--- src/rtl/pll_lock_reset_sequencer.sv ---
`default_nettype none
// ============================================================================
// Module      : pll_lock_reset_sequencer
// Description : Debounces a synchronized PLL lock and releases ordered
//               active-low stage resets; re-arms after lock loss.
//               Optional macro PLL_LOCK_LOSS_COUNTER_EN enables a saturating
//               lock-loss event counter on LOCK_LOSS_COUNT.
// Revision    : 1.0 - initial release
// ============================================================================
module pll_lock_reset_sequencer #(
    parameter int LOCK_STABLE_CYCLES = 1024,
    parameter int NUM_STAGES         = 3,
    parameter int STAGE_GAP_CYCLES   = 16,
    parameter int LOSS_HOLD_CYCLES   = 256
) (
    input  logic                  CLK,
    input  logic                  RESET,
    input  logic                  PLL_LOCK,
    input  logic                  INIT_DONE,
    output logic [NUM_STAGES-1:0] STAGE_RESET_N,
    output logic                  PLL_READY,
    output logic [2:0]            STATE,
    output logic [7:0]            LOCK_LOSS_COUNT
);

    // One counter serves both the debounce and hold windows.
    localparam int c_CNT_MAX = (LOCK_STABLE_CYCLES > LOSS_HOLD_CYCLES) ?
                               LOCK_STABLE_CYCLES : LOSS_HOLD_CYCLES;
    localparam int c_CNT_W   = (c_CNT_MAX < 2) ? 1 : $clog2(c_CNT_MAX);
    localparam int c_GAP_W   = (STAGE_GAP_CYCLES < 2) ? 1 : $clog2(STAGE_GAP_CYCLES);
    localparam int c_IDX_W   = $clog2(NUM_STAGES + 1);

    localparam logic [c_CNT_W-1:0] c_DEB_LAST  = c_CNT_W'(LOCK_STABLE_CYCLES - 1);
    localparam logic [c_CNT_W-1:0] c_HOLD_LAST = c_CNT_W'(LOSS_HOLD_CYCLES - 1);
    localparam logic [c_GAP_W-1:0] c_GAP_LAST  = c_GAP_W'(STAGE_GAP_CYCLES - 1);
    localparam logic [c_IDX_W-1:0] c_IDX_DONE  = c_IDX_W'(NUM_STAGES);

    typedef enum logic [2:0] {
        WAIT_LOCK = 3'd0,
        DEBOUNCE  = 3'd1,
        RELEASE   = 3'd2,
        RUN       = 3'd3,
        HOLD      = 3'd4
    } state_t;

    logic                  r_sync1;
    logic                  r_lock_s;

    state_t                r_state;
    state_t                w_state_next;
    logic [c_CNT_W-1:0]    r_cnt;
    logic [c_CNT_W-1:0]    w_cnt_next;
    logic [c_GAP_W-1:0]    r_gap;
    logic [c_GAP_W-1:0]    w_gap_next;
    logic [c_IDX_W-1:0]    r_idx;
    logic [c_IDX_W-1:0]    w_idx_next;
    logic [NUM_STAGES-1:0] r_stage_n;
    logic [NUM_STAGES-1:0] w_stage_n_next;
    logic                  r_ready;
    logic                  w_ready_next;

    // PLL_LOCK is asynchronous to CLK.
    always_ff @(posedge CLK) begin
        if (RESET) begin
            r_sync1  <= 1'b0;
            r_lock_s <= 1'b0;
        end else begin
            r_sync1  <= PLL_LOCK;
            r_lock_s <= r_sync1;
        end
    end

    always_ff @(posedge CLK) begin
        if (RESET) begin
            r_state   <= WAIT_LOCK;
            r_cnt     <= '0;
            r_gap     <= '0;
            r_idx     <= '0;
            r_stage_n <= '0;
            r_ready   <= 1'b0;
        end else begin
            r_state   <= w_state_next;
            r_cnt     <= w_cnt_next;
            r_gap     <= w_gap_next;
            r_idx     <= w_idx_next;
            r_stage_n <= w_stage_n_next;
            r_ready   <= w_ready_next;
        end
    end

    always_comb begin
        w_state_next   = r_state;
        w_cnt_next     = r_cnt;
        w_gap_next     = r_gap;
        w_idx_next     = r_idx;
        w_stage_n_next = r_stage_n;
        w_ready_next   = r_ready;

        case (r_state)
            WAIT_LOCK: begin
                w_stage_n_next = '0;
                w_ready_next   = 1'b0;
                if (r_lock_s && INIT_DONE) begin
                    w_state_next = DEBOUNCE;
                    w_cnt_next   = '0;
                end
            end

            DEBOUNCE: begin
                if (!r_lock_s) begin
                    w_state_next = WAIT_LOCK;
                    w_cnt_next   = '0;
                end else if (r_cnt == c_DEB_LAST) begin
                    w_state_next   = RELEASE;
                    w_stage_n_next = NUM_STAGES'(1);
                    w_idx_next     = c_IDX_W'(1);
                    w_gap_next     = '0;
                end else begin
                    w_cnt_next = r_cnt + c_CNT_W'(1);
                end
            end

            RELEASE: begin
                // Lock loss wins over a stage release due on the same edge.
                if (!r_lock_s) begin
                    w_state_next   = HOLD;
                    w_stage_n_next = '0;
                    w_ready_next   = 1'b0;
                    w_cnt_next     = '0;
                end else if (r_idx == c_IDX_DONE) begin
                    w_state_next = RUN;
                    w_ready_next = 1'b1;
                end else if (r_gap == c_GAP_LAST) begin
                    w_stage_n_next = r_stage_n | (NUM_STAGES'(1) << r_idx);
                    w_idx_next     = r_idx + c_IDX_W'(1);
                    w_gap_next     = '0;
                end else begin
                    w_gap_next = r_gap + c_GAP_W'(1);
                end
            end

            RUN: begin
                if (!r_lock_s) begin
                    w_state_next   = HOLD;
                    w_stage_n_next = '0;
                    w_ready_next   = 1'b0;
                    w_cnt_next     = '0;
                end
            end

            HOLD: begin
                // Hold runs to completion even if lock has already returned.
                w_stage_n_next = '0;
                w_ready_next   = 1'b0;
                if (r_cnt == c_HOLD_LAST) begin
                    w_state_next = WAIT_LOCK;
                    w_cnt_next   = '0;
                end else begin
                    w_cnt_next = r_cnt + c_CNT_W'(1);
                end
            end

            default: begin
                w_state_next   = WAIT_LOCK;
                w_cnt_next     = '0;
                w_gap_next     = '0;
                w_idx_next     = '0;
                w_stage_n_next = '0;
                w_ready_next   = 1'b0;
            end
        endcase
    end

    assign STAGE_RESET_N = r_stage_n;
    assign PLL_READY     = r_ready;
    assign STATE         = r_state;

`ifdef PLL_LOCK_LOSS_COUNTER_EN
    logic       w_loss_event;
    logic [7:0] r_loss_cnt;

    assign w_loss_event = (w_state_next == HOLD) && (r_state != HOLD);

    always_ff @(posedge CLK) begin
        if (RESET) begin
            r_loss_cnt <= 8'd0;
        end else if (w_loss_event && (r_loss_cnt != 8'hFF)) begin
            r_loss_cnt <= r_loss_cnt + 8'd1;
        end
    end

    assign LOCK_LOSS_COUNT = r_loss_cnt;
`else
    assign LOCK_LOSS_COUNT = 8'd0;
`endif

endmodule
`default_nettype wire

--- config.mk ---
export PLATFORM = sky130hd
export DESIGN_NAME = pll_lock_reset_sequencer
export DESIGN_NICKNAME = d
export VERILOG_FILES = /design/src/rtl/pll_lock_reset_sequencer.sv
export SDC_FILE = /design/constraint.sdc
export NUM_CORES = 1
export LEC_CHECK = 0
export CAP_MARGIN = 20
export CELL_PAD_IN_SITES_DETAIL_PLACEMENT = 1
export CELL_PAD_IN_SITES_GLOBAL_PLACEMENT = 2
export CORE_UTILIZATION = 32
export DETAILED_ROUTE_END_ITERATION = 7
export GPL_ROUTABILITY_DRIVEN = 1
export PLACE_DENSITY_LB_ADDON = 0.1
export SLEW_MARGIN = 20
export SYNTH_ARGS = -nofsm -noshare
export SYNTH_HDL_FRONTEND = slang
export SYNTH_SLANG_ARGS = --single-unit
--- constraint.sdc ---
create_clock -name CLK -period 2.9 [get_ports CLK]
set_clock_uncertainty 0.2 [all_clocks]
set_input_delay 0.58 -clock CLK [delete_from_list [all_inputs] [get_ports CLK]]
set_output_delay 0.58 -clock CLK [all_outputs]
set_load 0.005 [all_outputs]
# Word level (Yosys, flattened, before mapping)
# Cells that the tools add are included.
[totals] input_bits=4 ram_bits=0 register_bits=25 n_memories=0 latch_bits=0 romBits=0 output_inout_bits=15 elab_cells=84
[classes] shifts=1 eq_ne=22 n_bitwise=3 mux=37 n_addsub=3 n_div=0 order_cmp=0 n_reduce_logical=10 n_mul=0
[ops] operator="$mux 10" n=5
[ops] operator="$pmux 10 s4" n=1
[ops] operator="$mux 3" n=13
[ops] operator="$mux 4" n=5
[ops] operator="$ne 2x2->1 const B" n=9
[ops] operator="$ne 3x3->1 const B" n=5
[ops] operator="$pmux 3 s5" n=1
[ops] operator="$reduce_and 5->1" n=3
[ops] operator="$pmux 4 s3" n=1
[ops] operator="$add 10x1->10 const B" n=1
[ops] operator="$eq 10x10->1 const B" n=1
[ops] operator="$eq 10x8->1 const B" n=1
[ops] operator="$mux 2" n=5
[ops] operator="$pmux 3 s3" n=1
[ops] operator="$eq 3x2->1 const B" n=2
[ops] operator="$pmux 2 s3" n=1
[ops] operator="$reduce_and 3->1" n=2
[ops] operator="$reduce_and 6->1" n=1
[ops] operator="$add 4x1->4 const B" n=1
[ops] operator="$eq 4x4->1 const B" n=1
[ops] operator="$eq 3x1->1 const B" n=1
[ops] operator="$eq 3x3->1 const B" n=1
[ops] operator="$logic_not 3->1" n=1
[ops] operator="$mux 1" n=3
[ops] operator="other kinds (9)" n=10

# Logic depth before layout (Yosys ltp)
[depth] depth_word=6 depth_mapped=6

# Worst setup path after synthesis
# Ideal clock, no wire load.
[synth_timing] path_kind="register to register" start="register r_cnt[0]" end="register r_gap[0]" arrival_ps=1960 path_slack_ps=669 path_stages_with_launch=7 t_required_ps=2630 synth_period_minus_slack_ps=2231 cell_sequence="dfxtp_1 ha_1 nand3_2 or4_4 a22o_4 or3_1 a21oi_1"
[synth_between] elab_chain_len=3
[synth_rtl] element="from (decl)" line="51" text="logic [c_CNT_W-1:0] r_cnt;"
[synth_rtl] element="from (signal assigned)" line="83" text="r_cnt <= w_cnt_next;"
[synth_rtl] element="$eq 10x10->1" line="113" text="end else if (r_cnt == c_DEB_LAST) begin"
[synth_rtl] element="$ne 2x2->1 (no source line)"
[synth_rtl] element="$reduce_and 5->1 (no source line)"
[synth_rtl] element="to (signal assigned)" line="84" text="r_gap <= w_gap_next;"
[synth_rtl] element="to (decl)" line="53" text="logic [c_GAP_W-1:0] r_gap;"
# Every way passes these cells.
# A chain may end at the register's enable or synchronous reset.

# Worst setup path in the final report
[layout_timing] start="register r_state[2] (netlist: STATE[2])" end="register r_cnt[5]"
[layout_between] elab_chain_len=4 elab_cells_between_ends=11 classes_between="7 x eq/ne; 1 x mux; 3 x reduce/logical"
[layout_rtl] element="from (decl)" line="49" text="state_t r_state;"
[layout_rtl] element="from (signal assigned)" line="82" text="r_state <= w_state_next;"
[layout_rtl] element="$eq 3x2->1" line="99" text="case (r_state)"
[layout_rtl] element="$reduce_or 2->1 (no source line)"
[layout_rtl] element="$ne 2x2->1 (no source line)"
[layout_rtl] element="$reduce_and 3->1 (no source line)"
# Several ways; a longest one is shown, not always the timed one.

==> summary.md <==
| Metric | Value |
|---|---|
| Run status | finished clean |
| DP Wirelength | 2.74 mm |
| Top post-synthesis cells by count | 25 x dfxtp_1, 18 x nor2_1, 14 x nand2_1 |
| Top-area cell type share of the netlist area | 34.6% |
| Fill cell count | 539 |
| Max-cap violations | 0 |
| Nets | 204 |
| Tightest Pin Transition | 0.661 ns |
| Area growth, synth to finish | 12.9% |
| Postcts setup bufs | 0 |
| R2R Path Start | STATE[2]$_SDFFE_PP0P_ |
| Main area contributors after synthesis | dfxtp_1 35%, ha_1 5.2%, nor2_1 4.7% |
| Routed Antenna Nets | 0 |
| Post-Syn Instances | 181 |
| Synth cell types | 42 |
| Placed Area | 1590 um2 |
| Clock buffer depth | 2 |
| Setup violations, final | 0 |
| Most common cell in the synthesized netlist | dfxtp_1 |
| Htree depth | 1 |
| CP Class | flop to flop |
| Total Wirelength | 3.62 mm |
| I/O pin count | 19 |
| Fmax | 403 MHz |
| First-pass GRT wire length | 6.40 mm |
| Die span in x | 69.2 um |
| Worst-skew pair later-pin latency | 0.27 ns |
| Final instance area | 1630 um2 |
| Hold crit path type | flop to flop |
| Worst vdd ir | 0.000173 V |
| Setup TNS | 0 ns |
| # rows | 24 |
| FF+latch count, synth | 25 |
| Num CTS Buffers | 3 |
| Average cell area after synthesis | 7.99 um2 |
| Largest area contributor in the netlist | dfxtp_1 |
| Final min period | 2.48 ns |
| Die Y-Extent | 69.2 um |
| 1st-pass router iterations | 4 |
| Worst slew margin | 55.5% |
| CP startpoint | STATE[2]$_SDFFE_PP0P_ |
| CP Launch Type | flop |
| Port Buffers | 10 |
| Ant diodes | 0 |
| Top FF cell, synth | dfxtp_1 |
| Core Area | 4350 um2 |
| Via count | 1,317 |
| PwrDens | 623 nW/um2 |
| Placer Congestion | 0.728 |
| Via density | 5.38 |
| Layout cells sized above 1 | 7.77% |
| CP arrival | 2.42 ns |
| DIE AREA | 4790 um2 |
| Final Hold Fails | 0 |
| Post-CTS resize count | 0 |
| Sequential element share of the synthesized area | 34.6% |
| Hold_buf cts | 0 |
| Hold path start | r_sync1$_SDFF_PP0_ |
| RSZ-0062 raised after global routing | no |
| Violation count after the first detailed-route iteration | 64 |
| Root buffer cell | clkbuf_8 |
| Synth async-reset ratio | 0% |
| Syn Std Cell Area | 1450 um2 |
| Antenna violations before repair | 0 |
| Clock tree sinks | 25 |
| Clock slew at reported path FFs | 0.09 ns |
| Vias in the first global route | 1,326 |
| Post-synth EDFFs | 0 |
| Critical path fanouts, max | 13 |
| # DRC | 0 |
| CP Data Required Time | 2.84 ns |
| Util after Layout | 37.5% |
| Leakage power | 0.560 nW |
| TritonCTS clock tree | done |
| Final Max Tran Viols | 0 |
| Total grt overflow | 0 |
| Total GRT Usage | 15.9% |
| Ys Warns | 0 |
| Initial Util | 33.2% |
| DR WL/cell | 14.8 um |
| Crit end category | flop |
| Largest net degree at the start of global routing | 17 |
| Fin crit share | 85.5% |
[registers in the layout (all words and copies together) (netlist names)]
register       cells
r_gap              4
r_lock_s           1
r_sync1            1
r_cnt             10
r_idx              2
PLL_READY          1
STATE              3
STAGE_RESET_N      3
[layer usage]
| metal | share of wire (%) | GRT usage, % |
|---|---|---|
| met5 | 0 | 0 |
| met4 | 0 | 3.40 |
| met3 | 3.4 | 2.18 |
| met2 | 45 | 25.6 |
| met1 | 51 | 22.6 |
[report_power, final]
| part | switching, mW | internal, mW |
|---|---|---|
| combinational | 0.212 | 0.171 |
| sequential | 0.0514 | 0.367 |
| clock | 0.118 | 0.0984 |
| total | 0.381 | 0.636 |
[cells by family (layout without fill, tap and decap cells)]
kind of cell	after synthesis	in the layout	synth area share (%)
other	1	8	0.259
AOI/OAI and AO/OA	41	41	19.2
DFF	25	25	34.6
adders and majority gates	6	6	5.19
buffers and inverters	24	29	8.39
and+or+nand+nor	80	80	29.9
xor gates and xnor gates	4	4	2.42
[cell usage in the layout, fill, tap and decap left out, types with 2 or more instances in the layout]
cell type,count
dfxtp_1,25
a21o_1,3
clkbuf_8,3
a21oi_1,13
clkdlybuf4s50_1,10
nand3_1,12
o21ai_0,10
nor2b_1,5
nand2_1,14
or3_1,2
nor4b_1,2
nor3_1,7
conb_1,8
buf_4,4
nor4_1,2
nand2b_1,4
o21a_1,2
or4_1,2
a221oi_1,2
o32ai_1,3
a211oi_1,2
or2_2,2
inv_1,11
xnor2_1,4
nor2_1,18
ha_1,6
[worst max-delay path, cell delays in order, from the launching register on]
cell and delay (ns):
dfxtp_1 0.60, and3b_1 0.24, o21ai_0 0.53, a31oi_1 0.20
o21ai_0 0.48, nor2_1 0.11
[stage by stage]
stage / setup slack (ns) / total power, mW / hold slack [ns] / std cells
final: 0.420 / 1.02 / 0.256 / 245
after global routing: 0.255 / 1.10 / 0.275 / 245
after CTS: 0.463 / 1.03 / 0.258 / 245
after detailed placement: 0.508 / 0.811 / 0.234 / 241
after global placement: 0.550 / 0.797 / 0.229 / 241
after floorplan: 0.669 / 0.681 / 0.214 / 188
[final timing paths]
path                                               to  slack (ns)  cells after the start
worst max-delay path            r_cnt[5]$_SDFFE_PP0P_        0.42                      5
worst min-delay path              r_lock_s$_SDFF_PP0_        0.26                      1
worst max register to register  r_cnt[5]$_SDFFE_PP0P_        0.42                      5
worst min register to register    r_lock_s$_SDFF_PP0_        0.26                      1
[area by class of cell]
cell class | count | area, um2 | area share, %
inverter | 11 | 41.3 | 2.53
tap | 52 | 65.1 | 3.98
sequential | 25 | 500 | 30.7
multi-input combinational | 139 | 851 | 52.1
timing repair buffer | 14 | 130 | 7.97
clock buffer | 4 | 45.0 | 2.76
No activity file was read; power rests on OpenSTA's default activity.
==> patch (same flow settings) <==
`LOSS_HOLD_CYCLES`: 256 -> 128.
--- a/src/rtl/pll_lock_reset_sequencer.sv
+++ b/src/rtl/pll_lock_reset_sequencer.sv
@@ -11,7 +11,7 @@
     parameter int LOCK_STABLE_CYCLES = 1024,
     parameter int NUM_STAGES         = 3,
     parameter int STAGE_GAP_CYCLES   = 16,
-    parameter int LOSS_HOLD_CYCLES   = 256
+    parameter int LOSS_HOLD_CYCLES   = 128
 ) (
     input  logic                  CLK,
     input  logic                  RESET,
Function: no difference found for any inputs over 10 cycles, from zero or initial values and one cycle with RESET high; that may be too few to reach the edited logic, so the function may still have changed.
==> patch against the unedited design <==
Sequential power up 1%; combinational power fell by 6.0%; die area shrank 1.3%; first-iteration DRC count rose by 30%; power down 2.4%; routed wire length fell by 7.0%; design area down 3.3%; area after synthesis is 1.3% lower; utilization increased by 0.60 points; sequential share of layout area up 1.0 points; setup slack improved by 0.22 ns; sequential cell count unchanged.
==> patch: results <==
metrics = {
    "clocking": {
        "cts_max_level": 1,
        "cts_made_buffers": 3,
        "clkSlewWorstSetupHoldPaths_ns": 0.09,
        "cts-root-buf": "clkbuf_8",
        "insertion_delay_ns": 0.27,
        "post_cts_buffers": 0,
        "clk_path_buf_depth": 2,
        "cts-resized-gates": 0,
    },
    "grt": {
        "antenna_found_initial": 0,
        "grt_max_degree": 15,
        "grt_use_total_pct": 16.8,
        "grt_first_pass_wirelength_um": 5860,
        "grt_pass1_vias": 1229,
    },
    "logic_synthesis": {
        "ys_warn_count": 0,
        "synth-async-reset-ratio_pct": 0,
        "synthFlopType": "dfxtp_1",
        "synthAdderAreaFrac_pct": 5.26,
        "synth_xor_area_share_pct": 4.91,
        "syn_inst": 172,
        "synth_common_cells": "dfxtp_1 (25), nor2_1 (19), a21oi_1 (13), nand2_1 (13), nand3_1 (9)",
        "synth.area.top_cells": "dfxtp_1 (35%), ha_1 (5.3%), nor2_1 (5.0%), a21oi_1 (4.6%), xor2_1 (4.3%)",
        "synth_compound_area_share_pct": 15.3,
        "synth_mux_area_share_pct": 0.701,
        "synth.distinct_cells": 45,
        "yosysSeqAreaShare_pct": 35.1,
    },
    "routing": {
        "dr.first_iter.drc_count": 83,
        "top_layer": "met4",
        "wl_um": 3370,
        "drt_pass1_iterations": 4,
        "wl_met1_um": 1750,
        "viasPerCell": 5.30,
        "avgRoutedWirePerCell_um": 14.6,
        "wl_met3_um": 106,
        "met2_length_um": 1500,
    },
    "critical_path": {
        "crit_arrival_ns": 2.22,
        "ff2ff_path_depth": 6,
        "cp_max_fo": 9,
    },
    "cells_and_area": {
        "drive_gt1_share_pct": 7.22,
        "fillers": 521,
        "nNetsFinal": 191,
        "antenna_cells": 0,
        "reg_top3": "r_cnt: 10 flops, r_gap: 4 flops",
    },
    "pwr": {
        "max-vdd-ir-drop_uv": 363,
        "total_leakage_power_nw": 0.564,
    },
    "placement": {
        "placed_cells": 226,
        "place_ws_ns": 0.601,
        "gp_congestion": 0.801,
        "hpwl_um": 2530,
        "portBuffers": 10,
    },
    "min_path": {
        "hold_path_class": "reg -> reg",
        "holdPathStages": 1,
    },
    "timing": {
        "relSlewSlack_pct": 66.2,
    },
    "status": {
        "status": "finished clean",
    },
    "flow_run": {
        "drv_cap": 0,
    },
}
==> patch: changes by cell type in the layout (fill, tap and decap cells not counted), moves of 3 or more <==
| cell | unedited run | this run |
|---|---|---|
| xor2_1 | 0 | 7 |
| o32ai_1 | 3 | 0 |
| o21ai_0 | 10 | 3 |
| and3_1 | 1 | 4 |
| inv_1 | 11 | 5 |
| xnor2_1 | 4 | 1 |
| nand3_1 | 12 | 9 |
==> patch: critical path, stage by stage (launching register included) <==
cell and delay [ns]:
dfxtp_1 0.44, ha_1 0.27, nand4_2 0.19, or4_1 0.65
nand4_1 0.20, xor2_1 0.16, nor2_1 0.05
==> patch: layer usage <==
| metal | global-route usage, % | vias to the layer above |
|---|---|---|
| met2 | 25.5 | 22 |
| met3 | 4.28 | 2 |
| li1 | - | 602 |
| met1 | 24.0 | 593 |
| met4 | 3.06 | 0 |
| met5 | 0 | - |
==> patch: kinds of logic after synthesis <==
| logic type | after synthesis |
|---|---|
| AO/OA/AOI/OAI | 33 |
| XOR/XNOR | 8 |
| AND/OR/NAND/NOR | 78 |
| multiplexers | 1 |
| buffers and inverters | 20 |
| other | 1 |
| flip-flops | 25 |
| adder cells (fa/ha/maj) | 6 |
==> patch: path summary, 6_finish.rpt <==
kind | start | end | slack, ns
hold / removal | r_sync1 | r_lock_s | 0.25
setup / recovery | r_cnt[0] | r_cnt[5] | 0.64
setup reg to reg | r_cnt[0] | r_cnt[5] | 0.64
hold reg to reg | r_sync1 | r_lock_s | 0.25
==> patch: layout make-up <==
class                           instances  area share, %
Multi-Input combinational cell        134           53.0
Timing Repair Buffer                   12           7.29
Clock buffer                            4           2.85
Inverter                                5           1.19
Tap cell                               50           3.96
Sequential cell                        25           31.7
==> patch: power by group <==
part | internal, mW | total, mW | switching [mW]
sequential | 0.370 | 0.425 | 0.0548
clock | 0.0983 | 0.209 | 0.110
combinational | 0.159 | 0.360 | 0.201
==> patch: per-stage QoR <==
stage / util (%) / power (mW) / cell area (µm²)
floorplan: - / 0.693 / 1450
global placement: 37.0 / 0.793 / 1530
detailed placement: 37.0 / 0.797 / 1530
CTS: 38.1 / 1.01 / 1580
global route: 38.1 / 1.08 / 1580
finish: 38.1 / 0.993 / 1580
